`src/rtl/pe_mac_cell.sv`:
```
// Systolic-array processing element: forwards A east / B south, accumulates A*B per framed
// dot product, and shifts finished results along a ready/valid drain chain toward the array edge.
module pe_mac_cell #(
    parameter int DW_A      = 8,
    parameter int DW_B      = 8,
    parameter int ACC_DEPTH = 4,
    parameter int DW_ACC    = DW_A + DW_B + $clog2(ACC_DEPTH),
    parameter int PIPE_MULT = 0,
    parameter int SATURATE  = 1
) (
    input  logic              clk,
    input  logic              rst,
    input  logic              signed_mode,
    input  logic [DW_A-1:0]   a_in,
    input  logic              a_valid_in,
    input  logic              first_in,
    input  logic              last_in,
    input  logic [DW_B-1:0]   b_in,
    input  logic              b_valid_in,
    output logic [DW_A-1:0]   a_out,
    output logic              a_valid_out,
    output logic              first_out,
    output logic              last_out,
    output logic [DW_B-1:0]   b_out,
    output logic              b_valid_out,
    input  logic [DW_ACC-1:0] res_in,
    input  logic              res_ovf_in,
    input  logic              res_in_valid,
    output logic              res_in_ready,
    output logic [DW_ACC-1:0] res_out,
    output logic              res_ovf_out,
    output logic              res_out_valid,
    input  logic              res_out_ready,
    output logic              res_drop
);

    localparam int PW     = DW_A + DW_B;
    localparam int XW     = DW_ACC + 1;
    localparam bit SAT_EN = (SATURATE != 0);

    logic              fire_s;
    logic              mode_r;
    logic              mode_cur_s;
    logic [PW-1:0]     a_x_s;
    logic [PW-1:0]     b_x_s;
    logic [PW-1:0]     prod_s;

    logic [PW-1:0]     st_prod_s;
    logic              st_fire_s;
    logic              st_first_s;
    logic              st_last_s;
    logic              st_mode_s;

    logic [DW_ACC-1:0] acc_r;
    logic              ovf_r;
    logic [DW_ACC-1:0] base_s;
    logic [XW-1:0]     base_x_s;
    logic [XW-1:0]     prod_x_s;
    logic [XW-1:0]     sum_s;
    logic              ovf_s;
    logic [DW_ACC-1:0] acc_next_s;
    logic              ovf_next_s;

    logic              loc_v_r;
    logic [DW_ACC-1:0] loc_res_r;
    logic              loc_ovf_r;
    logic              can_load_s;
    logic              take_loc_s;
    logic              done_s;
    logic              keep_new_s;

    assign fire_s = a_valid_in & b_valid_in;

    // Operand/framing forwarding, never stalled
    always_ff @(posedge clk) begin
        if (rst) begin
            a_out       <= {DW_A{1'b0}};
            a_valid_out <= 1'b0;
            first_out   <= 1'b0;
            last_out    <= 1'b0;
            b_out       <= {DW_B{1'b0}};
            b_valid_out <= 1'b0;
        end else begin
            a_out       <= a_in;
            a_valid_out <= a_valid_in;
            first_out   <= first_in;
            last_out    <= last_in;
            b_out       <= b_in;
            b_valid_out <= b_valid_in;
        end
    end

    // Mode held for the whole dot product
    always_ff @(posedge clk) begin
        if (rst) begin
            mode_r <= 1'b0;
        end else if (fire_s && first_in) begin
            mode_r <= signed_mode;
        end else begin
            mode_r <= mode_r;
        end
    end

    // Effective mode: the first term already uses the incoming mode
    always_comb begin
        if (fire_s && first_in) begin
            mode_cur_s = signed_mode;
        end else begin
            mode_cur_s = mode_r;
        end
    end

    // Extending operands to full product width makes one multiplier serve both modes
    always_comb begin
        a_x_s  = {{(PW-DW_A){mode_cur_s & a_in[DW_A-1]}}, a_in};
        b_x_s  = {{(PW-DW_B){mode_cur_s & b_in[DW_B-1]}}, b_in};
        prod_s = a_x_s * b_x_s;
    end

    generate
        if (PIPE_MULT != 0) begin : g_pipe
            logic [PW-1:0] prod_r;
            logic          fire_r;
            logic          first_r;
            logic          last_r;
            logic          mode_st_r;

            // Product stage register
            always_ff @(posedge clk) begin
                if (rst) begin
                    prod_r    <= {PW{1'b0}};
                    fire_r    <= 1'b0;
                    first_r   <= 1'b0;
                    last_r    <= 1'b0;
                    mode_st_r <= 1'b0;
                end else begin
                    prod_r    <= prod_s;
                    fire_r    <= fire_s;
                    first_r   <= fire_s & first_in;
                    last_r    <= fire_s & last_in;
                    mode_st_r <= mode_cur_s;
                end
            end

            assign st_prod_s  = prod_r;
            assign st_fire_s  = fire_r;
            assign st_first_s = first_r;
            assign st_last_s  = last_r;
            assign st_mode_s  = mode_st_r;
        end else begin : g_comb
            assign st_prod_s  = prod_s;
            assign st_fire_s  = fire_s;
            assign st_first_s = fire_s & first_in;
            assign st_last_s  = fire_s & last_in;
            assign st_mode_s  = mode_cur_s;
        end
    endgenerate

    // One extra sum bit exposes overflow in both modes
    always_comb begin
        if (st_first_s) begin
            base_s = {DW_ACC{1'b0}};
        end else begin
            base_s = acc_r;
        end
        base_x_s = {st_mode_s & base_s[DW_ACC-1], base_s};
        prod_x_s = {{(XW-PW){st_mode_s & st_prod_s[PW-1]}}, st_prod_s};
        sum_s    = base_x_s + prod_x_s;
        if (st_mode_s) begin
            ovf_s = sum_s[XW-1] ^ sum_s[XW-2];
        end else begin
            ovf_s = sum_s[XW-1];
        end
        if (ovf_s && SAT_EN) begin
            if (!st_mode_s) begin
                acc_next_s = {DW_ACC{1'b1}};
            end else if (sum_s[XW-1]) begin
                acc_next_s = {1'b1, {(DW_ACC-1){1'b0}}};
            end else begin
                acc_next_s = {1'b0, {(DW_ACC-1){1'b1}}};
            end
        end else begin
            acc_next_s = sum_s[DW_ACC-1:0];
        end
        ovf_next_s = (st_first_s ? 1'b0 : ovf_r) | ovf_s;
    end

    // Accumulator and overflow flag
    always_ff @(posedge clk) begin
        if (rst) begin
            acc_r <= {DW_ACC{1'b0}};
            ovf_r <= 1'b0;
        end else if (st_fire_s) begin
            acc_r <= acc_next_s;
            ovf_r <= ovf_next_s;
        end else begin
            acc_r <= acc_r;
            ovf_r <= ovf_r;
        end
    end

    assign can_load_s   = ~res_out_valid | res_out_ready;
    assign take_loc_s   = can_load_s & loc_v_r;
    assign done_s       = st_fire_s & st_last_s;
    assign keep_new_s   = done_s & (~loc_v_r | take_loc_s);
    assign res_in_ready = can_load_s & ~loc_v_r & ~rst;

    // Local result buffer and sticky drop flag
    always_ff @(posedge clk) begin
        if (rst) begin
            loc_v_r   <= 1'b0;
            loc_res_r <= {DW_ACC{1'b0}};
            loc_ovf_r <= 1'b0;
            res_drop  <= 1'b0;
        end else begin
            if (keep_new_s) begin
                loc_v_r   <= 1'b1;
                loc_res_r <= acc_next_s;
                loc_ovf_r <= ovf_next_s;
            end else if (take_loc_s) begin
                loc_v_r   <= 1'b0;
            end else begin
                loc_v_r   <= loc_v_r;
            end
            if (done_s && !keep_new_s) begin
                res_drop <= 1'b1;
            end else begin
                res_drop <= res_drop;
            end
        end
    end

    // Drain register: local result wins over upstream
    always_ff @(posedge clk) begin
        if (rst) begin
            res_out       <= {DW_ACC{1'b0}};
            res_ovf_out   <= 1'b0;
            res_out_valid <= 1'b0;
        end else if (can_load_s) begin
            if (loc_v_r) begin
                res_out       <= loc_res_r;
                res_ovf_out   <= loc_ovf_r;
                res_out_valid <= 1'b1;
            end else if (res_in_valid) begin
                res_out       <= res_in;
                res_ovf_out   <= res_ovf_in;
                res_out_valid <= 1'b1;
            end else begin
                res_out_valid <= 1'b0;
            end
        end else begin
            res_out_valid <= res_out_valid;
        end
    end

endmodule

```
`config.mk`:
```
export PLATFORM = sky130hd
export DESIGN_NAME = pe_mac_cell
export DESIGN_NICKNAME = d
export VERILOG_FILES = /design/src/rtl/pe_mac_cell.sv
export SDC_FILE = /design/constraint.sdc
export NUM_CORES = 1
export LEC_CHECK = 0
export CELL_PAD_IN_SITES_DETAIL_PLACEMENT = 0
export CELL_PAD_IN_SITES_GLOBAL_PLACEMENT = 1
export CORE_MARGIN = 3
export CORE_UTILIZATION = 39
export CTS_CLUSTER_DIAMETER = 60
export CTS_CLUSTER_SIZE = 30
export DETAILED_ROUTE_END_ITERATION = 10
export GPL_TIMING_DRIVEN = 1
export PLACE_DENSITY_LB_ADDON = 0.12
export SYNTH_ARGS = -nofsm -noshare
export SYNTH_HDL_FRONTEND = slang
export SYNTH_SLANG_ARGS = --single-unit
```
`constraint.sdc`:
```
create_clock -name clk -period 10 [get_ports clk]
set_input_delay 2 -clock clk [delete_from_list [all_inputs] [get_ports clk]]
set_output_delay 2 -clock clk [all_outputs]
set_load 0.01 [all_outputs]
```
==> summary.txt <==
Critical path
  • Setup Crit Path Kind: primary input to flop
  • Critical-path maximum fanout: 8
  • Reg2Reg Setup Slack: 2.40 ns
  • CP Data Required Time: 10.20 ns
  • Most Frequent Cell on Critical Path: fa_1
  • CP arrival: 9.69 ns
  • Crit path capture type: flop
  • CP startpoint kind: primary input
  • CP max stage delay: 0.57 ns
  • Slowest cell on crit path: clkdlybuf4s50_1

Finish
  • Antenna Cells: 0
  • Multi-input gate area: 4660 sq um
  • Sequential cell area: 1620 sq um
  • Area grow syn2layout: 23.1%
  • Fin util: 0.497
  • # fillers: 1619
  • Share of cells above drive strength 1: 0.0769
  • Final net count: 1000
  • Most frequent cells in the layout: inv_1, dfxtp_1, clkdlybuf4s50_1
  • Non-Filler Instances: 1065
  • Most common cell after layout, fill and taps aside: inv_1

Yosys
  • Post-synth top flop: dfxtp_1
  • Area leader, netlist: dfxtp_1
  • Synth warnings: 0
  • Seq/Total Area, Yosys: 0.240
  • Avg Cell Area, Syn: 8.98 sq um
  • Synth Register Bits: 81
  • Async SR Flop Fraction: 0
  • Yosys cell types: 48
  • Cells after Synth: 754
  • Synth area leaders: dfxtp_1, fa_1, ha_1
  • Post-synth EDFFs: 0
  • Syn Nets: 913
  • Mapped cell area: 6770 sq um
  • Top-area cell type share of the netlist area: 0.240

Routing
  • Routed wire per std cell: 15.6 um
  • Wl on met1: 8.19 mm
  • DRT iter0 DRCs: 221
  • Drt via density: 5.02
  • Drt drc: 0
  • Detailed Route WL: 16.6 mm
  • Drt pass-1 iters: 4
  • WL met3: 598 um
  • Top Metal Used: met4
  • Antenna-violating nets left: 0
  • Metal2 WL: 7.65 mm
  • Vias: 5342

Floorplanning
  • Die height: 138 um
  • I/O pin cnt: 86
  • Initial Utilization: 0.404
  • Core area: 16800 sq um
  • Die area: 19000 sq um
  • Die Span X: 138 um
  • Rows: 47

GRT
  • Pin count of the biggest net entering global routing: 48
  • First-pass GRT wire length: 27.7 mm
  • Remaining Overflow, GRT: 0
  • Number of global-route vias before repair: 5420
  • Tot GR Track Use: 0.186
  • Initial antenna violation count: 0

Timing
  • Setup TNS: 0 ns
  • F_max: 0.105 GHz
  • RSZ-0062 raised after global routing: false
  • Period utilisation layout: 0.949
  • Slew HR: 0.406
  • Final Worst Setup Slack: 0.508 ns
  • Min cycle time layout: 9.49 ns
  • Max Slew Vio Count: 0
  • Max Clock Skew: 0.00827 ns
  • Final Hold Viols: 0
  • Setup violators final: 0
  • Worst Tran Pin Value: 0.891 ns

Power
  • Gate power share: 0.621
  • Leakage: 3.73 nW
  • Sw Share: 0.431
  • Part of the power in registers: 0.202
  • Pwr/cell area: 221 nW/um^2
  • Peak VDD IR: 0.157 mV
  • Clock network power share: 0.177
  • NetSw: 0.000792 W
  • Total Power: 0.00184 W
  • Internal power: 0.00105 W

Clock tree
  • CTS Buf Count: 9
  • CTS Hold Bufs: 0
  • Clock Latency Late Sink: 0.34 ns
  • CTS root buf: clkbuf_16
  • Htree depth: 3
  • CTS tree: yes
  • Clock sinks: 81
  • CTS Buffer Depth: 2
  • Clk slew on worst S/H paths: 0.06 ns

Placement
  • Placer Congestion: 0.861
  • Place WS: -0.213 ns
  • Placed Cells: 1046
  • HPWL after detailed placement: 13.2 mm
  • Port Buffers: 85

Run status
  • Status: finished, final reports clean

Hold path
  • Min-delay worst type: flop to flop

Run
  • Max Cap Violations: 0
-- synthesized netlist by cell type (all sizes together), types with 2 or more instances --
| cell | number |
|---|---|
| a211oi | 23 |
| a21o | 12 |
| a21oi | 25 |
| a221oi | 2 |
| a311oi | 31 |
| a31oi | 6 |
| and2 | 58 |
| and3 | 2 |
| buf | 8 |
| clkbuf | 31 |
| dfxtp | 81 |
| fa | 64 |
| ha | 51 |
| inv | 100 |
| mux2i | 25 |
| nand2 | 49 |
| nand2b | 3 |
| nand3 | 3 |
| nor2 | 69 |
| nor2b | 25 |
| nor3 | 6 |
| o2111a | 2 |
| o2111ai | 2 |
| o21a | 4 |
| o21ai | 18 |
| o21bai | 5 |
| o31ai | 3 |
| or2 | 2 |
| xnor2 | 22 |
| xor2 | 13 |
-- per-stage QoR --
| stage | area [sq um] | hold slack [ns] |
|---|---|---|
| 5_1_grt | 8330 | 0.510 |
| 3_3_place_gp | 7940 | 0.454 |
| 6_report | 8330 | 0.482 |
| 2_1_floorplan | 6770 | 0.450 |
| 3_5_place_dp | 7940 | 0.468 |
| 4_1_cts | 8230 | 0.484 |
-- power by group through the flow --
stage,Sequential (W),Combinational (W),Clock [W]
6_report,0.000371,0.00114,0.000326
5_1_grt,0.000375,0.00129,0.000349
4_1_cts,0.000372,0.00112,0.000334
3_5_place_dp,0.000379,0.00112,0
3_3_place_gp,0.000378,0.00109,0
2_1_floorplan,0.000379,0.000814,0
-- final timing paths --
kind | cells past startpoint | start | end
hold / removal | 2 | ovf_r | ovf_r
setup / recovery | 32 | signed_mode | acc_r[12]
hold reg to reg | 2 | ovf_r | ovf_r
setup reg to reg | 31 | mode_r | acc_r[12]
-- critical path, delay by kind of cell --
| kind | cells | cell delay (ns) |
|---|---|---|
| buffers and inverters | 7 | 1.24 |
| XOR/XNOR | 2 | 0.41 |
| AND/OR/NAND/NOR | 7 | 0.88 |
| adder cells (fa/ha/maj) | 7 | 3.23 |
| multiplexers | 1 | 0.35 |
| AO/OA/AOI/OAI | 8 | 1.57 |
-- logic make-up (layout without fill, tap and decap cells) --
| group | count (synthesis) | after routing | share of synthesized area |
|---|---|---|---|
| AO/OA/AOI/OAI | 139 | 139 | 0.149 |
| XOR/XNOR | 36 | 36 | 0.0510 |
| adder cells (fa/ha/maj) | 115 | 115 | 0.284 |
| buffers and inverters | 139 | 230 | 0.0799 |
| flip-flops | 81 | 81 | 0.240 |
| multiplexers | 25 | 25 | 0.0388 |
| AND/OR/NAND/NOR | 219 | 219 | 0.158 |
-- sequential cells by signal, indices dropped and copies added, names as in the netlist --
name,cells
a_out,8
a_valid_out,1
acc_r,18
b_out,8
b_valid_out,1
first_out,1
last_out,1
loc_ovf_r,1
loc_res_r,18
loc_v_r,1
mode_r,1
ovf_r,1
res_drop,1
res_out,18
res_out_valid,1
res_ovf_out,1
-- final cells by class --
class                   count  area share
multi-input cells         534       0.559
clock inverters             5     0.00676
flip-flops and latches     81       0.195
well taps                 220      0.0330
inverters                 100      0.0450
clock buffers              10      0.0275
repair buffers            115       0.134
-- routing by layer --
metal  vias to the layer above  global-route usage
li1                       2680                   -
met1                      2575               0.262
met2                        75               0.300
met3                        12              0.0259
met4                         0              0.0461
met5                         -                   0
-- repair_timing --
item / 4_1_cts / 5_1_grt
setup buffers: 0 / 2
resized for setup: 0 / 13
setup endpoints to repair: 0 / 34
(Power assumes the default switching activity.)
==> variant: new RTL, same settings <==
Make the reset (`rst`) asynchronous in 6 clocked blocks.
--- a/src/rtl/pe_mac_cell.sv
+++ b/src/rtl/pe_mac_cell.sv
@@ -72,7 +72,7 @@
     assign fire_s = a_valid_in & b_valid_in;
 
     // Operand/framing forwarding, never stalled
-    always_ff @(posedge clk) begin
+    always_ff @(posedge clk or posedge rst) begin
         if (rst) begin
             a_out       <= {DW_A{1'b0}};
             a_valid_out <= 1'b0;
@@ -91,7 +91,7 @@
     end
 
     // Mode held for the whole dot product
-    always_ff @(posedge clk) begin
+    always_ff @(posedge clk or posedge rst) begin
         if (rst) begin
             mode_r <= 1'b0;
         end else if (fire_s && first_in) begin
@@ -126,7 +126,7 @@
             logic          mode_st_r;
 
             // Product stage register
-            always_ff @(posedge clk) begin
+            always_ff @(posedge clk or posedge rst) begin
                 if (rst) begin
                     prod_r    <= {PW{1'b0}};
                     fire_r    <= 1'b0;
@@ -186,7 +186,7 @@
     end
 
     // Accumulator and overflow flag
-    always_ff @(posedge clk) begin
+    always_ff @(posedge clk or posedge rst) begin
         if (rst) begin
             acc_r <= {DW_ACC{1'b0}};
             ovf_r <= 1'b0;
@@ -206,7 +206,7 @@
     assign res_in_ready = can_load_s & ~loc_v_r & ~rst;
 
     // Local result buffer and sticky drop flag
-    always_ff @(posedge clk) begin
+    always_ff @(posedge clk or posedge rst) begin
         if (rst) begin
             loc_v_r   <= 1'b0;
             loc_res_r <= {DW_ACC{1'b0}};
@@ -231,7 +231,7 @@
     end
 
     // Drain register: local result wins over upstream
-    always_ff @(posedge clk) begin
+    always_ff @(posedge clk or posedge rst) begin
         if (rst) begin
             res_out       <= {DW_ACC{1'b0}};
             res_ovf_out   <= 1'b0;
Check against the original RTL: not equivalent (Yosys sat finds a counterexample within 4 cycles, from zero or initial values and one cycle with rst high; the reset may be asserted at any time).
==> variant against the unedited design <==
Via count is 1.8% lower; wire length down 3.3%; setup slack worse by 0.089 ns; maximum frequency is 0.92% lower; first-iteration DRC count decreased by 22%; design area grew 4.7%; die area grew 5.8%; sequential cell count unchanged; area after synthesis is 6.1% higher; count of clock-buffer cells in the layout down 1.
Power is not shown: default switching activity piles up to over one toggle a cycle in this logic, so the estimate is an artifact.
==> variant: results (changes against the unedited design) <==
- Status: finished, final reports clean
- DR pass1 iterations: 4 (unchanged)
- Reg2reg setup slack: 2.47 ns (+0.07 ns)
- Worst-path fanout max: 8 (unchanged)
- GRT Util Overall: 16.7% (-1.9 points)
- Commonest cells in the netlist: 90 x inv_1, 81 x dfrtp_1, 75 x nand2_1, 64 x fa_1, 58 x and2_1
- Routability-driven placement congestion ratio: 0.809 (-6.1%)
- Port bufs: 85 (unchanged)
- Achievable Freq: 104 MHz (-0.92%)
- Clk_lat worst skew: 0.34 ns (about the same)
- Met1 wire length: 7.32 mm (-11%)
- WHS Endpoint: acc_r[14]
- Clock Root Buffer: clkbuf_16
- Largest net degree at the start of global routing: 82 (+71%)
- Critical-path top delay cell: fa_1
- Largest stage delay, worst path: 0.54 ns (-0.03 ns)
- CP arrival: 9.81 ns (+0.12 ns)
- FILL cells: 1,705 (+5.3%)
- HPWL after detailed placement: 12.2 mm (-7.5%)
- Diode count: 0 (unchanged)
- Longest Clk Path Bufs: 2 (unchanged)
- WL per Instance: 15.2 um (-2.6%)
- Reg2reg end: loc_ovf_r
- Crit Path Class: input port to flop
- Layout cells sized above 1: 9.72% (+2.0 points)
- Reg-to-Reg Start: mode_r
- Clock slew at the register clock pins of the worst setup and hold paths: 0.06 ns (about the same)
- CP startpoint: a_valid_in
- Rel. slew slack: 27.9% (-13 points)
- Met2 WL post-DR: 8.03 mm (+5.0%)
- TritonCTS Buffers: 9 (unchanged)
- Vias in the first global route: 5,776 (+6.6%)
- Setup bufs post-CTS: 0 (unchanged)
- Clock skew: 0.00950 ns (+0.00124 ns)
- Top cells by area, synth: dfrtp_1 28%, fa_1 18%, ha_1 8.9%
- 1st-iter DRT viols: 173 (-22%)
- Setup crit end: loc_ovf_r
- Post-cts sizing count: 0 (unchanged)
- Prevailing post-synth register cell: dfrtp_1
- Distinct cells, synth: 49 (+2.1%)
- Top routing layer in use: met4
- Asr flop ratio synth: 100% (+100 points)
- Vias: 5,244 (-1.8%)
- Worst r2r path cells: 33 (+6.5%)
- Hold Path Stages: 2 (unchanged)
- Sequential share of the synthesized area: 28.2% (+4.3 points)
- Synth warn: 0 (unchanged)
- H-tree Lvls: 3 (unchanged)
- Syn Nets: 902 (-1.2%)
- Met3 Wirelength: 507 um (-15%)
- First-pass GRT wire length: 27.5 mm (-0.82%)
- Worst hold start: acc_r[14]
- Final net count: 987 (-1.3%)
variant: kinds of logic (layout without fill, tap and decap cells):
| group | after synthesis | in the layout | synth area share [%] |
|---|---|---|---|
| simple gates | 203 | 203 | 13.4 |
| compound gates | 131 | 131 | 11.7 |
| buf+inv | 123 | 213 | 6.79 |
| fa+ha+maj | 115 | 115 | 26.7 |
| flops | 81 | 81 | 28.2 |
| mux | 52 | 52 | 7.51 |
| xor+xnor | 38 | 38 | 5.58 |
variant: stage by stage:
| stage | cells | worst slack [ns] | hold WS, ns | setup TNS, ns | cell area (um2) |
|---|---|---|---|---|---|
| 2_1_floorplan | 743 | 0.846 | 0.463 | 0 | 7180 |
| 3_3_place_gp | 1037 | 0.134 | 0.478 | 0 | 8320 |
| 3_5_place_dp | 1037 | -0.0266 | 0.483 | -0.235 | 8320 |
| 4_1_cts | 1053 | 0.328 | 0.496 | 0 | 8620 |
| 5_1_grt | 1058 | 0.0101 | 0.518 | 0 | 8720 |
| 6_report | 1058 | 0.419 | 0.491 | 0 | 8720 |
variant: layer usage:
metal | vias up | GRT usage [%]
li1 | 2578 | -
met1 | 2572 | 21.8
met2 | 77 | 29.1
met3 | 17 | 2.60
met4 | 0 | 4.19
met5 | - | 0
variant: cell type report:
class,instances,area share (%)
clock buffers,9,2.58
well taps,225,3.23
repair buffers,107,12.2
flip-flops and latches,81,23.2
multi-input cells,539,54.0
clock inverters,7,0.875
inverters,90,3.89
variant: worst max-delay path: cells and delay by family:
| kind | cells | cell delay [ns] |
|---|---|---|
| multiplexers | 2 | 0.57 |
| AND/OR/NAND/NOR | 7 | 0.99 |
| buffers and inverters | 7 | 1.03 |
| AO/OA/AOI/OAI | 9 | 1.49 |
| adder cells (fa/ha/maj) | 7 | 3.19 |
| XOR/XNOR | 3 | 0.52 |
